==> src/rtl/fe_tx_burst_desc_queue_pkg.sv <==
// Shared defaults for the TX burst descriptor queue: field widths, depth and late threshold.
package fe_tx_burst_desc_queue_pkg;

  localparam int unsigned TS_BITS_DEF        = 30;
  localparam int unsigned LOW_ADDDR_BITS_DEF = 13;
  localparam int unsigned DESC_ADDR_BITS_DEF = 4;
  localparam int          LATE_THRESH_DEF    = 0;

endpackage

==> src/rtl/fe_tx_desc_ram.sv <==
// Descriptor storage: DEPTH x DW distributed RAM, synchronous write, asynchronous read.
module fe_tx_desc_ram #(
  parameter int unsigned AW = 4,
  parameter int unsigned DW = 43
) (
  input  logic          mclk,
  input  logic          we,
  input  logic [AW-1:0] waddr,
  input  logic [DW-1:0] wdata,
  input  logic [AW-1:0] raddr,
  output logic [DW-1:0] rdata_c
);

  localparam int unsigned DEPTH = 2**AW;

  logic [DW-1:0] mem [DEPTH];

  always_ff @(posedge mclk) begin
    if (we) mem[waddr] <= wdata;
  end

  assign rdata_c = mem[raddr];

endmodule

==> src/rtl/fe_tx_burst_desc_queue.sv <==
// Burst-descriptor queue feeding the TX burst front end: lookahead head, deferred slot release,
// occupancy status and late-start statistics.
module fe_tx_burst_desc_queue
  import fe_tx_burst_desc_queue_pkg::*;
#(
  parameter int unsigned TS_BITS        = TS_BITS_DEF,
  parameter int unsigned LOW_ADDDR_BITS = LOW_ADDDR_BITS_DEF,
  parameter int unsigned DESC_ADDR_BITS = DESC_ADDR_BITS_DEF,
  parameter int          LATE_THRESH    = LATE_THRESH_DEF
) (
  input  logic                      mclk,
  input  logic                      arst,
  input  logic                      flush,
  input  logic                      desc_wr_valid,
  output logic                      desc_wr_ready,
  input  logic [TS_BITS-1:0]        desc_wr_start,
  input  logic [LOW_ADDDR_BITS-1:0] desc_wr_samples,
  output logic                      ts_rd_valid,
  output logic [TS_BITS-1:0]        ts_rd_start,
  output logic [LOW_ADDDR_BITS-1:0] ts_rd_samples,
  input  logic                      ts_rd_addr_inc,
  input  logic                      ts_rd_addr_processed_inc,
  input  logic [TS_BITS-1:0]        ts_rd_addr_late_samples,
  output logic [DESC_ADDR_BITS:0]   desc_free,
  output logic [DESC_ADDR_BITS:0]   desc_inflight,
  output logic [15:0]               bursts_done,
  output logic [15:0]               late_cnt,
  output logic [TS_BITS-1:0]        late_max,
  output logic                      late_event,
  input  logic                      late_clr,
  output logic                      err_underrun
);

  localparam int unsigned DEPTH = 2**DESC_ADDR_BITS;
  localparam int unsigned PW    = DESC_ADDR_BITS + 1;
  localparam int unsigned DW    = TS_BITS + LOW_ADDDR_BITS;
  localparam logic [PW-1:0]             DEPTH_P   = PW'(DEPTH);
  localparam logic signed [TS_BITS-1:0] THRESH_TS = TS_BITS'(LATE_THRESH);

  logic [PW-1:0] wr_ptr, rd_ptr, proc_ptr;
  logic [PW-1:0] wr_nxt, rd_nxt, proc_nxt;
  logic          wr_acc_c, inc_acc_c, proc_acc_c, late_hit_c, err_c;
  logic [DW-1:0] wr_data_c, rd_data_c, head_c;

  // Accept decisions use only registered state, so same-cycle requests stay independent.
  always_comb begin
    wr_acc_c   = desc_wr_valid && desc_wr_ready && !flush;
    inc_acc_c  = ts_rd_addr_inc && ts_rd_valid && !flush;
    proc_acc_c = ts_rd_addr_processed_inc && (proc_ptr != rd_ptr) && !flush;
    err_c      = !flush && ((ts_rd_addr_inc && !ts_rd_valid) ||
                            (ts_rd_addr_processed_inc && (proc_ptr == rd_ptr)));
    late_hit_c = inc_acc_c && ($signed(ts_rd_addr_late_samples) > THRESH_TS);
    wr_nxt     = wr_ptr;
    rd_nxt     = rd_ptr;
    proc_nxt   = proc_ptr;
    if (flush) begin
      wr_nxt   = '0;
      rd_nxt   = '0;
      proc_nxt = '0;
    end else begin
      if (wr_acc_c)   wr_nxt   = wr_ptr + PW'(1);
      if (inc_acc_c)  rd_nxt   = rd_ptr + PW'(1);
      if (proc_acc_c) proc_nxt = proc_ptr + PW'(1);
    end
    wr_data_c = {desc_wr_start, desc_wr_samples};
    // The slot being written this cycle is not yet in the RAM; forward it if it becomes the head.
    head_c    = (wr_acc_c && (wr_ptr == rd_nxt)) ? wr_data_c : rd_data_c;
  end

  fe_tx_desc_ram #(
    .AW (DESC_ADDR_BITS),
    .DW (DW)
  ) u_ram (
    .mclk    (mclk),
    .we      (wr_acc_c),
    .waddr   (wr_ptr[DESC_ADDR_BITS-1:0]),
    .wdata   (wr_data_c),
    .raddr   (rd_nxt[DESC_ADDR_BITS-1:0]),
    .rdata_c (rd_data_c)
  );

  // Status outputs are registered from next-state pointers so they line up with the head.
  always_ff @(posedge mclk or posedge arst) begin
    if (arst) begin
      wr_ptr        <= '0;
      rd_ptr        <= '0;
      proc_ptr      <= '0;
      desc_wr_ready <= 1'b1;
      ts_rd_valid   <= 1'b0;
      ts_rd_start   <= '0;
      ts_rd_samples <= '0;
      desc_free     <= DEPTH_P;
      desc_inflight <= '0;
      bursts_done   <= '0;
      late_cnt      <= '0;
      late_max      <= '0;
      late_event    <= 1'b0;
      err_underrun  <= 1'b0;
    end else begin
      wr_ptr                       <= wr_nxt;
      rd_ptr                       <= rd_nxt;
      proc_ptr                     <= proc_nxt;
      desc_wr_ready                <= (wr_nxt - proc_nxt) != DEPTH_P;
      ts_rd_valid                  <= rd_nxt != wr_nxt;
      {ts_rd_start, ts_rd_samples} <= head_c;
      desc_inflight                <= rd_nxt - proc_nxt;
      desc_free                    <= DEPTH_P - (wr_nxt - proc_nxt);
      if (proc_acc_c) bursts_done <= bursts_done + 16'd1;
      late_event <= late_hit_c;
      if (late_clr) begin
        late_cnt <= '0;
        late_max <= '0;
      end else if (late_hit_c) begin
        if (late_cnt != 16'hFFFF) late_cnt <= late_cnt + 16'd1;
        if ($signed(ts_rd_addr_late_samples) > $signed(late_max))
          late_max <= ts_rd_addr_late_samples;
      end
      if (flush)      err_underrun <= 1'b0;
      else if (err_c) err_underrun <= 1'b1;
    end
  end

endmodule
==> config.mk <==
export PLATFORM = sky130hd
export DESIGN_NAME = fe_tx_burst_desc_queue
export DESIGN_NICKNAME = d
export VERILOG_FILES = /design/src/rtl/fe_tx_burst_desc_queue_pkg.sv /design/src/rtl/fe_tx_desc_ram.sv /design/src/rtl/fe_tx_burst_desc_queue.sv
export SDC_FILE = /design/constraint.sdc
export NUM_CORES = 1
export LEC_CHECK = 0
export ABC_AREA = 1
export CORE_ASPECT_RATIO = 1.4
export CORE_MARGIN = 2
export CORE_UTILIZATION = 40
export CTS_CLUSTER_DIAMETER = 120
export DETAILED_ROUTE_END_ITERATION = 16
export PLACE_DENSITY_LB_ADDON = 0.3
export REMOVE_ABC_BUFFERS = 1
export SYNTH_ARGS = -nofsm -noshare
export SYNTH_HDL_FRONTEND = slang
export SYNTH_SLANG_ARGS = --single-unit
export TNS_END_PERCENT = 50
==> constraint.sdc <==
create_clock -name mclk -period 14.26 [get_ports mclk]
set_input_delay 2.139 -clock mclk [delete_from_list [all_inputs] [get_ports mclk]]
set_output_delay 2.139 -clock mclk [all_outputs]
set_load 0.05 [all_outputs]
# Yosys cells after proc, flatten, opt, wreduce, memory -nomap -nowiden
# Memories as Yosys holds them, arrays and structs flattened.
# Index checks and enable logic that the tools add are counted.
# Widths: inputs -> output; s select.
[classes]
magnitude_cmp = 2
n_eq_ne = 6
reduce_logical = 20
mux = 17
n_addsub = 8
[op_table]
columns = ["op", "count"]
rows = [
  ["$mux 30", 3],
  ["$mux 16", 3],
  ["$mux 43", 1],
  ["$add 16x1->16 const B", 2],
  ["$gt 30x1->1 const B", 1],
  ["$gt 30x30->1", 1],
  ["$mux 5", 6],
  ["$ne 16x16->1 const B", 1],
  ["$add 5x1->5 const B", 3],
  ["$logic_and 1x1->1", 11],
  ["$eq 5x5->1", 2],
  ["$ne 5x5->1", 2],
  ["$sub 5x5->5", 2],
  ["$reduce_bool 2->1", 4],
  ["$ne 5x5->1 const B", 1],
  ["$sub 5x5->5 const A", 1],
  ["$mux 1", 4],
  ["$reduce_and 2->1", 2],
  ["$logic_not 1->1", 2],
  ["$logic_or 1x1->1", 1],
]
[word_totals]
inputBits = 80
out_inout_bits = 119
mem_count = 1
wordCells = 68
ramBits = 688
ff_bits = 134
[mem_list]
columns = ["memory", "words", "word_bits", "rd", "rd_ports_with_merged_regs", "wr", "line", "rtl"]
rows = [
  ["u_ram.mem", 16, 43, 1, 0, 1, "fe_tx_desc_ram.sv:16", "logic [DW-1:0] mem [DEPTH];"],
]

# Longest topological paths before layout
[logic_depth]
word_depth = 7
ltp_mapped = 19
mapped_depth_nobuf = 19

# By module
# Synthesis repeated with hierarchy kept, for this count alone.
[hier_totals]
cells_unflattened = 3760
hier_area_um2 = 37074.3
[modules_own_cells]
columns = ["mod", "area_per_inst_um2", "cells_per_inst", "n_inst", "seq_area_each_um2"]
rows = [
  ["fe_tx_desc_ram", 29400.7, 2795, 1, 20659.8],
  ["fe_tx_burst_desc_queue", 7673.6, 965, 1, 3355.7],
]

# Worst setup path after synthesis
# No wires, ideal clock.
[synth_path]
path_type = "input to register"
start = "input port flush"
end = "memory u_ram.mem[5][0], enable pin"
required_ns = 13.763
path_stages = 4
setup_ns = 0.497
setup_slack_ns = 8.069
n_path_buf = 1
t_arrival_ns = 5.695
path_cell_list = "buf_2 -> nor2_1 -> clkinv_1 -> nor3_1"
[synth_between]
elab_chain_len = 4
[synth_rtl]
columns = ["element", "line", "rtl"]
rows = [
  ["start, declared", "fe_tx_burst_desc_queue.sv:13", "input logic flush,"],
  ["$logic_not 1->1", "fe_tx_burst_desc_queue.sv:47", "wr_acc_c = desc_wr_valid && desc_wr_ready && !flush;"],
  ["$logic_and 1x1->1", "fe_tx_burst_desc_queue.sv:47", ""],
  ["$mux 1", "fe_tx_desc_ram.sv:19", "if (we) mem[waddr] <= wdata;"],
  ["$mux 1 (not written as such)", "fe_tx_desc_ram.sv:19", ""],
  ["end, declared", "fe_tx_desc_ram.sv:16", ""],
]
# No other way between the ends.

# Final worst setup path
[layout_path]
start = "input port flush"
end = "register ts_rd_start[18]"
[layout_between]
elab_chain_len = 7
elab_cells_between_ends = 9
cone_classes = "eq/ne: 1; mux: 3; reduce/logical: 4; memory: 1"
[layout_rtl]
columns = ["element", "line", "rtl"]
rows = [
  ["branches (longest 6 deep; another with $mem_v2 16x43)", "--", ""],
  ["$mux 43 *", "fe_tx_burst_desc_queue.sv:67", "head_c = (wr_acc_c && (wr_ptr == rd_nxt)) ? wr_data_c : rd_data_c;"],
  ["named net head_c[31]", "fe_tx_burst_desc_queue.sv:43", "logic [DW-1:0] wr_data_c, rd_data_c, head_c;"],
  ["end signal, assigned", "fe_tx_burst_desc_queue.sv:90", "ts_rd_start <= '0;"],
  ["end signal, assigned", "fe_tx_burst_desc_queue.sv:105", "{ts_rd_start, ts_rd_samples} <= head_c;"],
  ["end, declared", "fe_tx_burst_desc_queue.sv:19", "output logic [TS_BITS-1:0] ts_rd_start,"],
]
# Mark *: on every way through the listed nets, which the timed path passes.
# A chain may end at the register's enable or synchronous reset.

==> reports/metrics.cfg <==
[status]
status = completed

[synth]
ys_types = 40
async_flop_share_pct = 16.30
synthTopCellsByArea = edfxtp_1 (58%), nand2_1 (12%), dfrtp_1 (9.3%)
netlist_instances = 3279
synth-simple-area-share_pct = 19.26
synth-compound-area-share_pct = 4.946
synth_seq_cells = 822
synth_top_family_by_area = simple AND/OR/NAND/NOR gates
synth_xor_area_share_pct = 0.9863
muxShareOfSynthArea_pct = 0
syn_area_sq_mm = 0.03552
synthAdderAreaFrac_pct = 1.804
yosysTopAreaCell = edfxtp_1
synth_edf_count = 688
synth_top_area_share_pct = 58.16
ys.flop_type = edfxtp_1
yosys_warnings = 0
avgSynthCellArea_sq_um = 10.83
ys_seq_area_share_pct = 67.61

[sta]
tightest_slew_ps = 1128
fin_crit_sh_pct = 41.81
slew-limit-headroom_pct = 24.79
final.setup.tns_ps = 0
hold_violations = 0
fin_skew_ps = 17.73
max_freq_mhz = 167.7
finalSetupViolCount = 0
report.final.slew_viol_count = 0
period_minus_slack_ps = 5962
rsz0062_at_grt = false

[critical_path]
crit_path_max_incr_delay_ps = 820
critPathBufInv = 4
worstPathRequired_ps = 14820
path_common_cell = nand2_1
critPathArrivalTime_ps = 6530
cp_slowest_cell = buf_4
start_kind = primary input
worstPathMaxFanout = 129
path_cells = clkdlybuf4s50_1 -> nor2_4 -> nand2_1 -> nand2_8 -> inv_6 -> buf_4 -> buf_4 -> nand2_1 -> nand2_1 -> nand2_1 -> nand3_1 -> nand3_1 -> nand2_1 -> nand2_1 -> nand2_1
worstSetupEndpointType = flop
crit_type = primary input to flop
path_delay_family = buffers and inverters

[floorplan]
dieArea_sq_mm = 0.09123
start_util_pct = 40.31
die_x_um = 255.9
die_h_um = 356.6
num_rows = 129
coreArea_sq_mm = 0.08813
pin_count = 199

[clocking]
cts-hold-fix-buffers = 0
insertion_delay_ps = 640
htreeDepth = 3
clk_pin_slew_ps = 60
clk_path_buf_depth = 3
cts_tree = built
cts.sinks = 822
post_cts_buffers = 0
cts-root-buf = clkbuf_16
cts-resized-gates = 0
cts_buffers = 80

[grt]
grt_pass1_vias = 23397
antenna_found_initial = 3
groute.usage.overall_pct = 20.18
overflow = 0
grt_pass1_wl_um = 141400
grt_max_degree = 130

[routing]
routed_wl_um = 92790
drtIter0Drc = 2182
viasPerCell = 5.238
first_pass_iters = 6
routedWlPerCell_um = 19.88
vias = 24448
drtAntennaViolNets = 0
drc = 0

[cells_and_area]
area_growth_pct = 15.89
multi_input_area_sq_mm = 0.009712
diodes = 0
fillers = 8017
regArea_sq_mm = 0.02402
final_cell_mix = nand2_1 (1120), edfxtp_1 (688), nand3_1 (319), inv_1 (272), clkdlybuf4s50_1 (198)
nets = 3551
finalInstanceArea_sq_mm = 0.04116
final_layout_size_suffix_gt1_share_pct = 5.791
fin_util_pct = 46.71
final_cells = 4667
final_common_cell = nand2_1

[power_and_ir_drop]
leakagePower_nw = 16.11
internal_power_w = 0.004195
vdd_drop_max_mv = 0.08138
p_sw_w = 0.001737
p_per_area_mw_per_mm2 = 144.1
clock_power_share_pct = 35.6
power_frac_seq_pct = 46.6
swShare_pct = 29.28
power_frac_comb_pct = 17.8

[hold_path]
hold_path_class = flop to flop

[placement]
place_area_sq_mm = 0.03857
gp_congestion = 0.8045
placedCellCount = 4518
port_buffers = 198
hpwl_um = 46850

[flow_run]
cap_violations = 0

-- power groups by stage --
stage                     Combinational, W  Clock (W)  Sequential (W)
final                              0.00106    0.00211         0.00276
after global routing               0.00116    0.00224         0.00277
after CTS                          0.00106    0.00215         0.00277
after detailed placement           0.00106          0         0.00281
after global placement             0.00105          0         0.00282
after floorplan                   0.000495          0         0.00301
-- layer usage --
metal	up-vias	global-route usage (%)	share of wire [%]
li1	11492	-	-
met1	11853	25.94	41
met2	907	34.60	49
met3	190	3.147	7.3
met4	6	7.439	3.2
met5	-	0	0.039
-- final timing paths --
path | startpoint | end | slack [ps] | cells after the start
setup / recovery | flush | ts_rd_start[18]$_DFF_PP0_ | 8300 | 15
hold / removal | late_max[29]$_DFFE_PP0P_ | late_max[29]$_DFFE_PP0P_ | 520 | 2
setup reg to reg | rd_ptr[0]$_DFF_PP0_ | desc_inflight[4]$_DFF_PP0_ | 9940 | 10
hold reg to reg | late_max[29]$_DFFE_PP0P_ | late_max[29]$_DFFE_PP0P_ | 520 | 2
max in group asynchronous | arst | ts_rd_start[15]$_DFF_PP0_ | 10630 | 3
min in group asynchronous | arst | ts_rd_start[25]$_DFF_PP0_ | 2050 | 2
-- registers in the layout (all words and copies together) (netlist names), 5 cells and up --
register and count:
late_max 30, bursts_done 16, u_ram.mem 688, late_cnt 16, proc_ptr 5, ts_rd_samples 13, desc_inflight 5, ts_rd_start 30
desc_free 5, rd_ptr 5, wr_ptr 5
-- Yosys cell counts, types with 2 or more instances --
cell type and count:
nor3_2 2, buf_2 128, o21ai_0 60, inv_2 8, clkbuf_1 28, dfrtp_1 132, o21ai_1 3, o31ai_1 8
edfxtp_1 688, a21oi_1 64, fa_1 2, nand2_2 6, xnor2_1 8, nor2_4 3, a31oi_1 2, nor2_1 55
buf_1 17, or2_2 3, dfstp_2 2, nand3_1 319, nand2_1 1120, o211ai_1 131, xor2_1 32, o21ai_2 2
nor3_1 29, ha_1 48, inv_1 275, buf_4 3, nand4_1 88, a21o_1 3
-- tightest hold or removal path, delay by kind of cell (launching register included) --
family,cells,cell delay (ps)
flops,1,340
simple gates,1,90
buf+inv,1,50
-- logic make-up (layout without fill, tap and decap cells) --
logic type	Yosys count	in the layout
XOR/XNOR	40	40
buffers and inverters	462	671
AO/OA/AOI/OAI	276	276
flip-flops	822	822
adder cells (fa/ha/maj)	50	50
AND/OR/NAND/NOR	1629	1629
-- cell type report --
class                           instances  share of cell area, %
Clock buffer                          103                  5.249
Clock inverter                         46                  1.061
Inverter                              284                  2.626
Multi-Input combinational cell       1995                  23.59
Sequential cell                       822                  58.34
Tap cell                             1179                  3.584
Timing Repair Buffer                  238                  5.544
-- per-stage QoR --
stage	hold slack [ps]	setup slack [ps]	total power, W
final	516.3	8298	0.005932
after global routing	560.1	7928	0.006165
after CTS	523.5	8312	0.005978
after detailed placement	510.9	7652	0.003874
after global placement	505.2	7734	0.003864
after floorplan	537.3	3425	0.003507
(Power assumes the default switching activity.)
